File: config.mk
export PLATFORM = sky130hd
export DESIGN_NAME = ptb2_axi4_lite_cmd_master
export DESIGN_NICKNAME = d
export VERILOG_FILES = /design/src/rtl/ptb2_axi_pkg.sv /design/src/rtl/ptb2_axi_timeout_cnt.sv /design/src/rtl/ptb2_axi4_lite_cmd_master.sv
export SDC_FILE = /design/constraint.sdc
export NUM_CORES = 1
export LEC_CHECK = 0
export ABC_CLOCK_PERIOD_IN_PS = 3700
export CAP_MARGIN = 20
export CORE_ASPECT_RATIO = 1.1
export CORE_MARGIN = 5
export CORE_UTILIZATION = 40
export DETAILED_ROUTE_END_ITERATION = 10
export HOLD_SLACK_MARGIN = 0.15
export PLACE_DENSITY = 0.93
export SLEW_MARGIN = 20
export SYNTH_ARGS = -nofsm -noshare
export SYNTH_HDL_FRONTEND = slang
export SYNTH_SLANG_ARGS = --single-unit
File: constraint.sdc
create_clock -name i_clk -period 3.7 [get_ports i_clk]
set_input_delay 0.74 -clock i_clk [delete_from_list [all_inputs] [get_ports i_clk]]
set_output_delay 0.74 -clock i_clk [all_outputs]
set_load 0.1 [all_outputs]
File: src/rtl/ptb2_axi_pkg.sv
// Shared constants for the PTB2 AXI4-Lite command master:
// register offsets of the PTB2 slave, AXI response code, FSM encoding,
// counter width and a coefficient sign-extension helper.
package ptb2_axi_pkg;

    // PTB2 slave register offsets relative to BASE_ADDR
    localparam logic [31:0] OFS_A        = 32'h0000_0000;
    localparam logic [31:0] OFS_B        = 32'h0000_0004;
    localparam logic [31:0] OFS_C        = 32'h0000_0008;
    localparam logic [31:0] OFS_READ_EN  = 32'h0000_000C;
    localparam logic [31:0] OFS_RESULT   = 32'h0000_0010;
    localparam logic [31:0] OFS_DATA_OUT = 32'h0000_0014;

    localparam logic [1:0] RESP_OKAY = 2'b00;

    // FSM state encoding
    localparam logic [2:0] ST_IDLE    = 3'd0;
    localparam logic [2:0] ST_WR_AW_W = 3'd1;
    localparam logic [2:0] ST_WR_B    = 3'd2;
    localparam logic [2:0] ST_WAIT    = 3'd3;
    localparam logic [2:0] ST_RD_AR   = 3'd4;
    localparam logic [2:0] ST_RD_R    = 3'd5;
    localparam logic [2:0] ST_DONE    = 3'd6;

    // Wait / timeout counter width (covers 1..255)
    localparam int unsigned CNT_W = 8;

    // Sign-extend a 5-bit coefficient to a 32-bit write word
    function automatic logic [31:0] sext5(input logic [4:0] v);
        return {{27{v[4]}}, v};
    endfunction

endpackage

File: src/rtl/ptb2_axi_timeout_cnt.sv
// Loadable down-counter with expiry flag; used for both the post-write
// wait and the per-handshake timeout.
// Ports: i_clk, i_rst (sync, active-high), i_load/i_load_val (load has
// priority), i_en (decrement, saturating at 0), o_expired_c (count == 0).
module ptb2_axi_timeout_cnt
    import ptb2_axi_pkg::*;
(
    input  logic             i_clk,
    input  logic             i_rst,
    input  logic             i_load,
    input  logic [CNT_W-1:0] i_load_val,
    input  logic             i_en,
    output logic             o_expired_c
);

    logic [CNT_W-1:0] r_cnt;

    always_ff @(posedge i_clk) begin
        if (i_rst) begin
            r_cnt <= '0;
        end else if (i_load) begin
            r_cnt <= i_load_val;
        end else if (i_en && (r_cnt != '0)) begin
            r_cnt <= r_cnt - CNT_W'(1);
        end
    end

    assign o_expired_c = (r_cnt == '0);

endmodule

File: src/rtl/ptb2_axi4_lite_cmd_master.sv
// AXI4-Lite master that programs the PTB2 slave (A, B, C, READ_EN), waits
// WAIT_CYCLES, then reads RESULT and DATA_OUT and reports them with a
// one-cycle done pulse. Any handshake exceeding TIMEOUT cycles aborts.
// Ports: i_clk, i_rst (sync, active-high), i_start, i_a/i_b/i_c (signed 5b),
// o_busy, o_done, o_error (sticky), o_result[1:0], o_data[3:0],
// M_AXI_* AXI4-Lite master channels AW, W, B, AR, R.
module ptb2_axi4_lite_cmd_master
    import ptb2_axi_pkg::*;
#(
    parameter logic [31:0] BASE_ADDR   = 32'h79C0_0000,
    parameter int unsigned WAIT_CYCLES = 4,
    parameter int unsigned TIMEOUT     = 255
) (
    input  logic        i_clk,
    input  logic        i_rst,
    input  logic        i_start,
    input  logic [4:0]  i_a,
    input  logic [4:0]  i_b,
    input  logic [4:0]  i_c,
    output logic        o_busy,
    output logic        o_done,
    output logic        o_error,
    output logic [1:0]  o_result,
    output logic [3:0]  o_data,
    output logic [31:0] M_AXI_AWADDR,
    output logic        M_AXI_AWVALID,
    input  logic        M_AXI_AWREADY,
    output logic [31:0] M_AXI_WDATA,
    output logic [3:0]  M_AXI_WSTRB,
    output logic        M_AXI_WVALID,
    input  logic        M_AXI_WREADY,
    input  logic [1:0]  M_AXI_BRESP,
    input  logic        M_AXI_BVALID,
    output logic        M_AXI_BREADY,
    output logic [31:0] M_AXI_ARADDR,
    output logic        M_AXI_ARVALID,
    input  logic        M_AXI_ARREADY,
    input  logic [31:0] M_AXI_RDATA,
    input  logic [1:0]  M_AXI_RRESP,
    input  logic        M_AXI_RVALID,
    output logic        M_AXI_RREADY
);

    localparam logic [CNT_W-1:0] WAIT_LOAD = CNT_W'(WAIT_CYCLES - 1);
    localparam logic [CNT_W-1:0] TO_LOAD   = CNT_W'(TIMEOUT - 1);

    logic [2:0]  r_state, w_state_nxt;
    logic [4:0]  r_a, r_b, r_c, w_a_nxt, w_b_nxt, w_c_nxt;
    logic [1:0]  r_widx, w_widx_nxt;
    logic        r_ridx, w_ridx_nxt;
    logic        r_busy, w_busy_nxt, r_done, w_done_nxt, r_error, w_error_nxt;
    logic [1:0]  r_result, w_result_nxt;
    logic [3:0]  r_data, w_data_nxt;
    logic [31:0] r_awaddr, w_awaddr_nxt, r_wdata, w_wdata_nxt, r_araddr, w_araddr_nxt;
    logic [3:0]  r_wstrb, w_wstrb_nxt;
    logic        r_awvalid, w_awvalid_nxt, r_wvalid, w_wvalid_nxt, r_bready, w_bready_nxt;
    logic        r_arvalid, w_arvalid_nxt, r_rready, w_rready_nxt;

    logic             w_cnt_load, w_cnt_en, w_expired;
    logic [CNT_W-1:0] w_cnt_val;
    logic             w_aw_hs, w_w_hs;
    logic [1:0]       w_widx_inc;
    logic [31:0]      w_next_wdata, w_next_ofs;
    logic             w_unused_rdata;

    assign w_aw_hs    = r_awvalid && M_AXI_AWREADY;
    assign w_w_hs     = r_wvalid && M_AXI_WREADY;
    assign w_widx_inc = r_widx + 2'd1;
    assign w_unused_rdata = ^M_AXI_RDATA[31:4];

    // Payload for the write that follows the current one (index 3 is READ_EN = 1)
    always_comb begin
        w_next_wdata = sext5(r_a);
        w_next_ofs   = OFS_A;
        case (w_widx_inc)
            2'd1:    begin w_next_wdata = sext5(r_b); w_next_ofs = OFS_B;       end
            2'd2:    begin w_next_wdata = sext5(r_c); w_next_ofs = OFS_C;       end
            2'd3:    begin w_next_wdata = 32'h1;      w_next_ofs = OFS_READ_EN; end
            default: begin w_next_wdata = sext5(r_a); w_next_ofs = OFS_A;       end
        endcase
    end

    ptb2_axi_timeout_cnt u_cnt (
        .i_clk       (i_clk),
        .i_rst       (i_rst),
        .i_load      (w_cnt_load),
        .i_load_val  (w_cnt_val),
        .i_en        (w_cnt_en),
        .o_expired_c (w_expired)
    );

    // Next-state and registered-output logic
    always_comb begin
        w_state_nxt   = r_state;
        w_a_nxt       = r_a;
        w_b_nxt       = r_b;
        w_c_nxt       = r_c;
        w_widx_nxt    = r_widx;
        w_ridx_nxt    = r_ridx;
        w_busy_nxt    = r_busy;
        w_done_nxt    = 1'b0;
        w_error_nxt   = r_error;
        w_result_nxt  = r_result;
        w_data_nxt    = r_data;
        w_awaddr_nxt  = r_awaddr;
        w_wdata_nxt   = r_wdata;
        w_wstrb_nxt   = r_wstrb;
        w_araddr_nxt  = r_araddr;
        w_awvalid_nxt = r_awvalid;
        w_wvalid_nxt  = r_wvalid;
        w_bready_nxt  = r_bready;
        w_arvalid_nxt = r_arvalid;
        w_rready_nxt  = r_rready;
        w_cnt_load    = 1'b0;
        w_cnt_val     = TO_LOAD;
        w_cnt_en      = 1'b0;

        case (r_state)
            ST_IDLE: begin
                if (i_start) begin
                    w_a_nxt       = i_a;
                    w_b_nxt       = i_b;
                    w_c_nxt       = i_c;
                    w_error_nxt   = 1'b0;
                    w_busy_nxt    = 1'b1;
                    w_widx_nxt    = 2'd0;
                    w_awaddr_nxt  = BASE_ADDR + OFS_A;
                    w_wdata_nxt   = sext5(i_a);
                    w_wstrb_nxt   = 4'hF;
                    w_awvalid_nxt = 1'b1;
                    w_wvalid_nxt  = 1'b1;
                    w_cnt_load    = 1'b1;
                    w_state_nxt   = ST_WR_AW_W;
                end
            end
            ST_WR_AW_W: begin
                w_cnt_en = 1'b1;
                if (w_aw_hs) w_awvalid_nxt = 1'b0;
                if (w_w_hs)  w_wvalid_nxt  = 1'b0;
                // Both channels either handshake now or already did earlier
                if ((!r_awvalid || w_aw_hs) && (!r_wvalid || w_w_hs)) begin
                    w_bready_nxt = 1'b1;
                    w_cnt_load   = 1'b1;
                    w_state_nxt  = ST_WR_B;
                end else if (w_expired) begin
                    w_awvalid_nxt = 1'b0;
                    w_wvalid_nxt  = 1'b0;
                    w_error_nxt   = 1'b1;
                    w_done_nxt    = 1'b1;
                    w_busy_nxt    = 1'b0;
                    w_state_nxt   = ST_DONE;
                end
            end
            ST_WR_B: begin
                w_cnt_en = 1'b1;
                if (M_AXI_BVALID) begin
                    w_bready_nxt = 1'b0;
                    if (M_AXI_BRESP != RESP_OKAY) w_error_nxt = 1'b1;
                    w_cnt_load = 1'b1;
                    if (r_widx != 2'd3) begin
                        w_widx_nxt    = w_widx_inc;
                        w_awaddr_nxt  = BASE_ADDR + w_next_ofs;
                        w_wdata_nxt   = w_next_wdata;
                        w_awvalid_nxt = 1'b1;
                        w_wvalid_nxt  = 1'b1;
                        w_state_nxt   = ST_WR_AW_W;
                    end else begin
                        w_cnt_val   = WAIT_LOAD;
                        w_state_nxt = ST_WAIT;
                    end
                end else if (w_expired) begin
                    w_bready_nxt = 1'b0;
                    w_error_nxt  = 1'b1;
                    w_done_nxt   = 1'b1;
                    w_busy_nxt   = 1'b0;
                    w_state_nxt  = ST_DONE;
                end
            end
            ST_WAIT: begin
                w_cnt_en = 1'b1;
                if (w_expired) begin
                    w_ridx_nxt    = 1'b0;
                    w_araddr_nxt  = BASE_ADDR + OFS_RESULT;
                    w_arvalid_nxt = 1'b1;
                    w_cnt_load    = 1'b1;
                    w_state_nxt   = ST_RD_AR;
                end
            end
            ST_RD_AR: begin
                w_cnt_en = 1'b1;
                if (M_AXI_ARREADY) begin
                    w_arvalid_nxt = 1'b0;
                    w_rready_nxt  = 1'b1;
                    w_cnt_load    = 1'b1;
                    w_state_nxt   = ST_RD_R;
                end else if (w_expired) begin
                    w_arvalid_nxt = 1'b0;
                    w_error_nxt   = 1'b1;
                    w_done_nxt    = 1'b1;
                    w_busy_nxt    = 1'b0;
                    w_state_nxt   = ST_DONE;
                end
            end
            ST_RD_R: begin
                w_cnt_en = 1'b1;
                if (M_AXI_RVALID) begin
                    w_rready_nxt = 1'b0;
                    if (M_AXI_RRESP != RESP_OKAY) w_error_nxt = 1'b1;
                    if (!r_ridx) begin
                        w_result_nxt  = M_AXI_RDATA[1:0];
                        w_ridx_nxt    = 1'b1;
                        w_araddr_nxt  = BASE_ADDR + OFS_DATA_OUT;
                        w_arvalid_nxt = 1'b1;
                        w_cnt_load    = 1'b1;
                        w_state_nxt   = ST_RD_AR;
                    end else begin
                        w_data_nxt  = M_AXI_RDATA[3:0];
                        w_done_nxt  = 1'b1;
                        w_busy_nxt  = 1'b0;
                        w_state_nxt = ST_DONE;
                    end
                end else if (w_expired) begin
                    w_rready_nxt = 1'b0;
                    w_error_nxt  = 1'b1;
                    w_done_nxt   = 1'b1;
                    w_busy_nxt   = 1'b0;
                    w_state_nxt  = ST_DONE;
                end
            end
            ST_DONE: begin
                w_state_nxt = ST_IDLE;
            end
            default: begin
                w_state_nxt = ST_IDLE;
            end
        endcase
    end

    // State and output registers
    always_ff @(posedge i_clk) begin
        if (i_rst) begin
            r_state   <= ST_IDLE;
            r_a       <= '0;
            r_b       <= '0;
            r_c       <= '0;
            r_widx    <= '0;
            r_ridx    <= 1'b0;
            r_busy    <= 1'b0;
            r_done    <= 1'b0;
            r_error   <= 1'b0;
            r_result  <= '0;
            r_data    <= '0;
            r_awaddr  <= '0;
            r_wdata   <= '0;
            r_wstrb   <= '0;
            r_araddr  <= '0;
            r_awvalid <= 1'b0;
            r_wvalid  <= 1'b0;
            r_bready  <= 1'b0;
            r_arvalid <= 1'b0;
            r_rready  <= 1'b0;
        end else begin
            r_state   <= w_state_nxt;
            r_a       <= w_a_nxt;
            r_b       <= w_b_nxt;
            r_c       <= w_c_nxt;
            r_widx    <= w_widx_nxt;
            r_ridx    <= w_ridx_nxt;
            r_busy    <= w_busy_nxt;
            r_done    <= w_done_nxt;
            r_error   <= w_error_nxt;
            r_result  <= w_result_nxt;
            r_data    <= w_data_nxt;
            r_awaddr  <= w_awaddr_nxt;
            r_wdata   <= w_wdata_nxt;
            r_wstrb   <= w_wstrb_nxt;
            r_araddr  <= w_araddr_nxt;
            r_awvalid <= w_awvalid_nxt;
            r_wvalid  <= w_wvalid_nxt;
            r_bready  <= w_bready_nxt;
            r_arvalid <= w_arvalid_nxt;
            r_rready  <= w_rready_nxt;
        end
    end

    assign o_busy        = r_busy;
    assign o_done        = r_done;
    assign o_error       = r_error;
    assign o_result      = r_result;
    assign o_data        = r_data;
    assign M_AXI_AWADDR  = r_awaddr;
    assign M_AXI_AWVALID = r_awvalid;
    assign M_AXI_WDATA   = r_wdata;
    assign M_AXI_WSTRB   = r_wstrb;
    assign M_AXI_WVALID  = r_wvalid;
    assign M_AXI_BREADY  = r_bready;
    assign M_AXI_ARADDR  = r_araddr;
    assign M_AXI_ARVALID = r_arvalid;
    assign M_AXI_RREADY  = r_rready;

endmodule

==> metrics.md <==
| Metric | Value |
|---|---|
| Proportion of power drawn by the clock network | `15.9%` |
| Ys async rst share | `0%` |
| CTS resizes | `0` |
| Antenna diodes | `0` |
| Initial antenna violation count | `0` |
| M2 GR Usage | `27.37%` |
| Layout cells sized above 1 | `10.76%` |
| GR Layer Usage met1 | `18.24%` |
| Crit-path max FO | `6` |
| Yosys top cell by area | `dfxtp_1` |
| Hold_buf cts | `0` |
| Yosys reg bits | `52` |
| Rows | `34` |
| Gr ovfl total | `0` |
| Crit Path Category | `input pin to flip-flop` |
| Final Hold Vio Count | `0` |
| Top cell type's share of synthesized area | `31.55%` |
| Switching fraction of total power | `54.29%` |
| Clk sinks | `52` |
| Sw power | `1.146 mW` |
| Final slew viol count | `0` |
| IO buf count | `98` |
| Nets | `537` |
| Clk pin slew, worst setup/hold paths | `0.10 ns` |
| Final setup fails | `0` |
| Setup crit end kind | `flip-flop` |
| Post-synth EDFFs | `0` |
| Initial DRT Pass Iterations | `5` |
| Antenna-violating nets left | `0` |
| Met3 usage | `3.136%` |
| Die X | `96.60 um` |
| CTS Buf Count | `5` |
| Outcome | `complete, no violations` |
| Clock tree buffer depth | `2` |
| Synthesis Warnings | `0` |
| First-pass GRT wire length | `13140 um` |
| Fin crit period | `2.700 ns` |
| TNS Setup | `0 ns` |
| Reg power frac | `32.3%` |
| Synth unique cells | `58` |
| Fin crit share | `72.96%` |
| Most Crowded Layer GR | `met2` |
| Worst hold slack | `0.4634 ns` |
| Pin count of the biggest net entering global routing | `49` |
| # H-tree levels | `2` |
| RSZ-0062 raised after global routing | `no` |
| Post-CTS setup buffers | `0` |
| FILL cells | `776` |
| Cell Pwr Density | `544.6 nW/um^2` |
| DR vias | `2934` |
| Pint | `0.9645 mW` |
| Most frequent cells in the layout | `70 x clkdlybuf4s50_1, 54 x nand2_1, 52 x dfxtp_1` |
| Chip height | `105.3 um` |
| WP data arrival | `2.87 ns` |
| Via-to-Cell Ratio | `5.041` |
| Post-route DRC violation count | `0` |
| Clock skew | `0.006095 ns` |
| CTS root buffer | `clkbuf_8` |
| Comb power frac | `51.8%` |
| Die area | `10170 sq um` |
| Ys flop type | `dfxtp_1` |
| I/O pin total | `173` |
| Initial core utilization | `41.25%` |
| Number of global-route vias before repair | `2792` |
| WL per Instance | `13.96 um` |
| Leakage power | `1.510 nW` |
| GRT Total Usage | `15.53%` |
| Core region area | `7998 sq um` |
| WP data required | `3.87 ns` |
| Synth top area cells | `dfxtp_1 32%, buf_4 21%, a21oi_1 6.7%, nand2_1 6.1%, nor2_1 4.7%` |
| Hold Crit Class | `flip-flop to flip-flop` |
| IR drop worst, VDD | `0.3507 mV` |
| MaxCap Viol Count | `0` |
| Worst Max-Slew Pin Slew | `1.003 ns` |
| HPWL Detailed | `6275 um` |
| Initial detailed-routing violation count | `183` |
| TritonCTS clock tree | `built` |
| Post-Route WL | `8127 um` |
| Placer Congestion | `0.8461` |
| Post-synthesis cell area | `3299 sq um` |
| Setup crit start kind | `input pin` |
| Syn Area/Cell | `7.727 sq um` |
| Rel. slew slack | `32.95%` |
| P&R area growth vs syn | `17.44%` |
| Seq/Total Area, Yosys | `31.55%` |
| Clk_lat worst skew | `0.30 ns` |
| Commonest non-fill, non-tap cell in the layout | `clkdlybuf4s50_1` |
| Syn Inst Count | `427` |
| Fmax | `0.3704 GHz` |
[sequential cells by signal (all words and copies together), names as in the netlist]
signal and count:
M_AXI_WDATA 5, M_AXI_RREADY 1, M_AXI_AWVALID 1, u_cnt.r_cnt 8
o_data 4, r_state 3, M_AXI_AWADDR 3, o_done 1
r_c 5, M_AXI_ARVALID 1, M_AXI_ARADDR 2, r_b 5
o_result 2, o_error 1, M_AXI_WVALID 1, M_AXI_BREADY 1
r_a 5, r_ridx 1, M_AXI_WSTRB 1, o_busy 1
[through the flow]
step / setup WS, ns / instances / util [%] / power (mW) / cell area [sq um]
CTS: 0.9615 / 582 / 48.45 / 2.117 / 3875
floorplan: 1.119 / 472 / - / 1.685 / 3468
global placement: 0.7379 / 574 / 47.26 / 1.764 / 3780
detailed placement: 0.7354 / 574 / 47.26 / 1.783 / 3780
global route: 0.7774 / 582 / 48.45 / 2.193 / 3875
finish: 1.000 / 582 / 48.45 / 2.110 / 3875
[worst paths after layout]
check	start	endpoint	slack, ns	depth (start not counted)
max	M_AXI_BVALID	u_cnt.r_cnt[3]$_SDFFE_PP0P_	1.00	7
min	r_c[3]$_SDFFE_PP0P_	r_c[3]$_SDFFE_PP0P_	0.46	2
max reg2reg	r_state[0]$_SDFFE_PP0P_	u_cnt.r_cnt[3]$_SDFFE_PP0P_	1.29	7
min reg2reg	r_c[3]$_SDFFE_PP0P_	r_c[3]$_SDFFE_PP0P_	0.46	2
[layout make-up]
cell class	instances	area [sq um]	share of cell area, %
tap	108	135.1	3.487
inverter	8	30.03	0.7749
timing repair buffer	101	933.4	24.09
clock buffer	5	68.82	1.776
clock inverter	3	26.28	0.6781
multi-input combinational	305	1640	42.33
sequential	52	1041	26.86
[cells in the mapped netlist (all sizes together) (6+ instances only)]
master,instances
nor2,42
inv,8
a211oi,6
a22oi,6
nor3,6
buf,97
clkbuf,10
a21oi,44
nand2,55
o21ai,17
nand3,12
dfxtp,52
o31ai,7
nor2b,6
[cells by family after synthesis]
kind of cell    share of synthesized area [%]
compound gates                          19.53
fa+ha+maj                               1.896
buf+inv                                 23.85
flops                                   31.55
mux                                     1.251
other cells                            0.1137
simple gates                            21.81
[power by group through the flow]
stage          clock network, mW  registers, mW  logic (mW)
2_1_floorplan                  0          0.785       0.900
3_3_place_gp                   0          0.687        1.08
3_5_place_dp                   0          0.693        1.09
4_1_cts                    0.344          0.681        1.09
5_1_grt                    0.363          0.692        1.14
6_report                   0.337          0.681        1.09
[per-layer routing]
| layer | wire length, um | part of all wire, % | vias to the layer above |
|---|---|---|---|
| met5 | 0 | 0 | - |
| met4 | 208 | 2.6 | 0 |
| met3 | 748 | 9.2 | 16 |
| met2 | 4111 | 51 | 154 |
| met1 | 3059 | 38 | 1335 |
| li1 | - | - | 1429 |
[critical path: stages]
cell and delay (ns):
clkdlybuf4s50_1 0.59, nor4bb_1 0.78, a311oi_1 0.13, nand2_1 0.22
nor2_1 0.12, a21oi_1 0.16, o311ai_0 0.13
(Power assumes the default switching activity.)
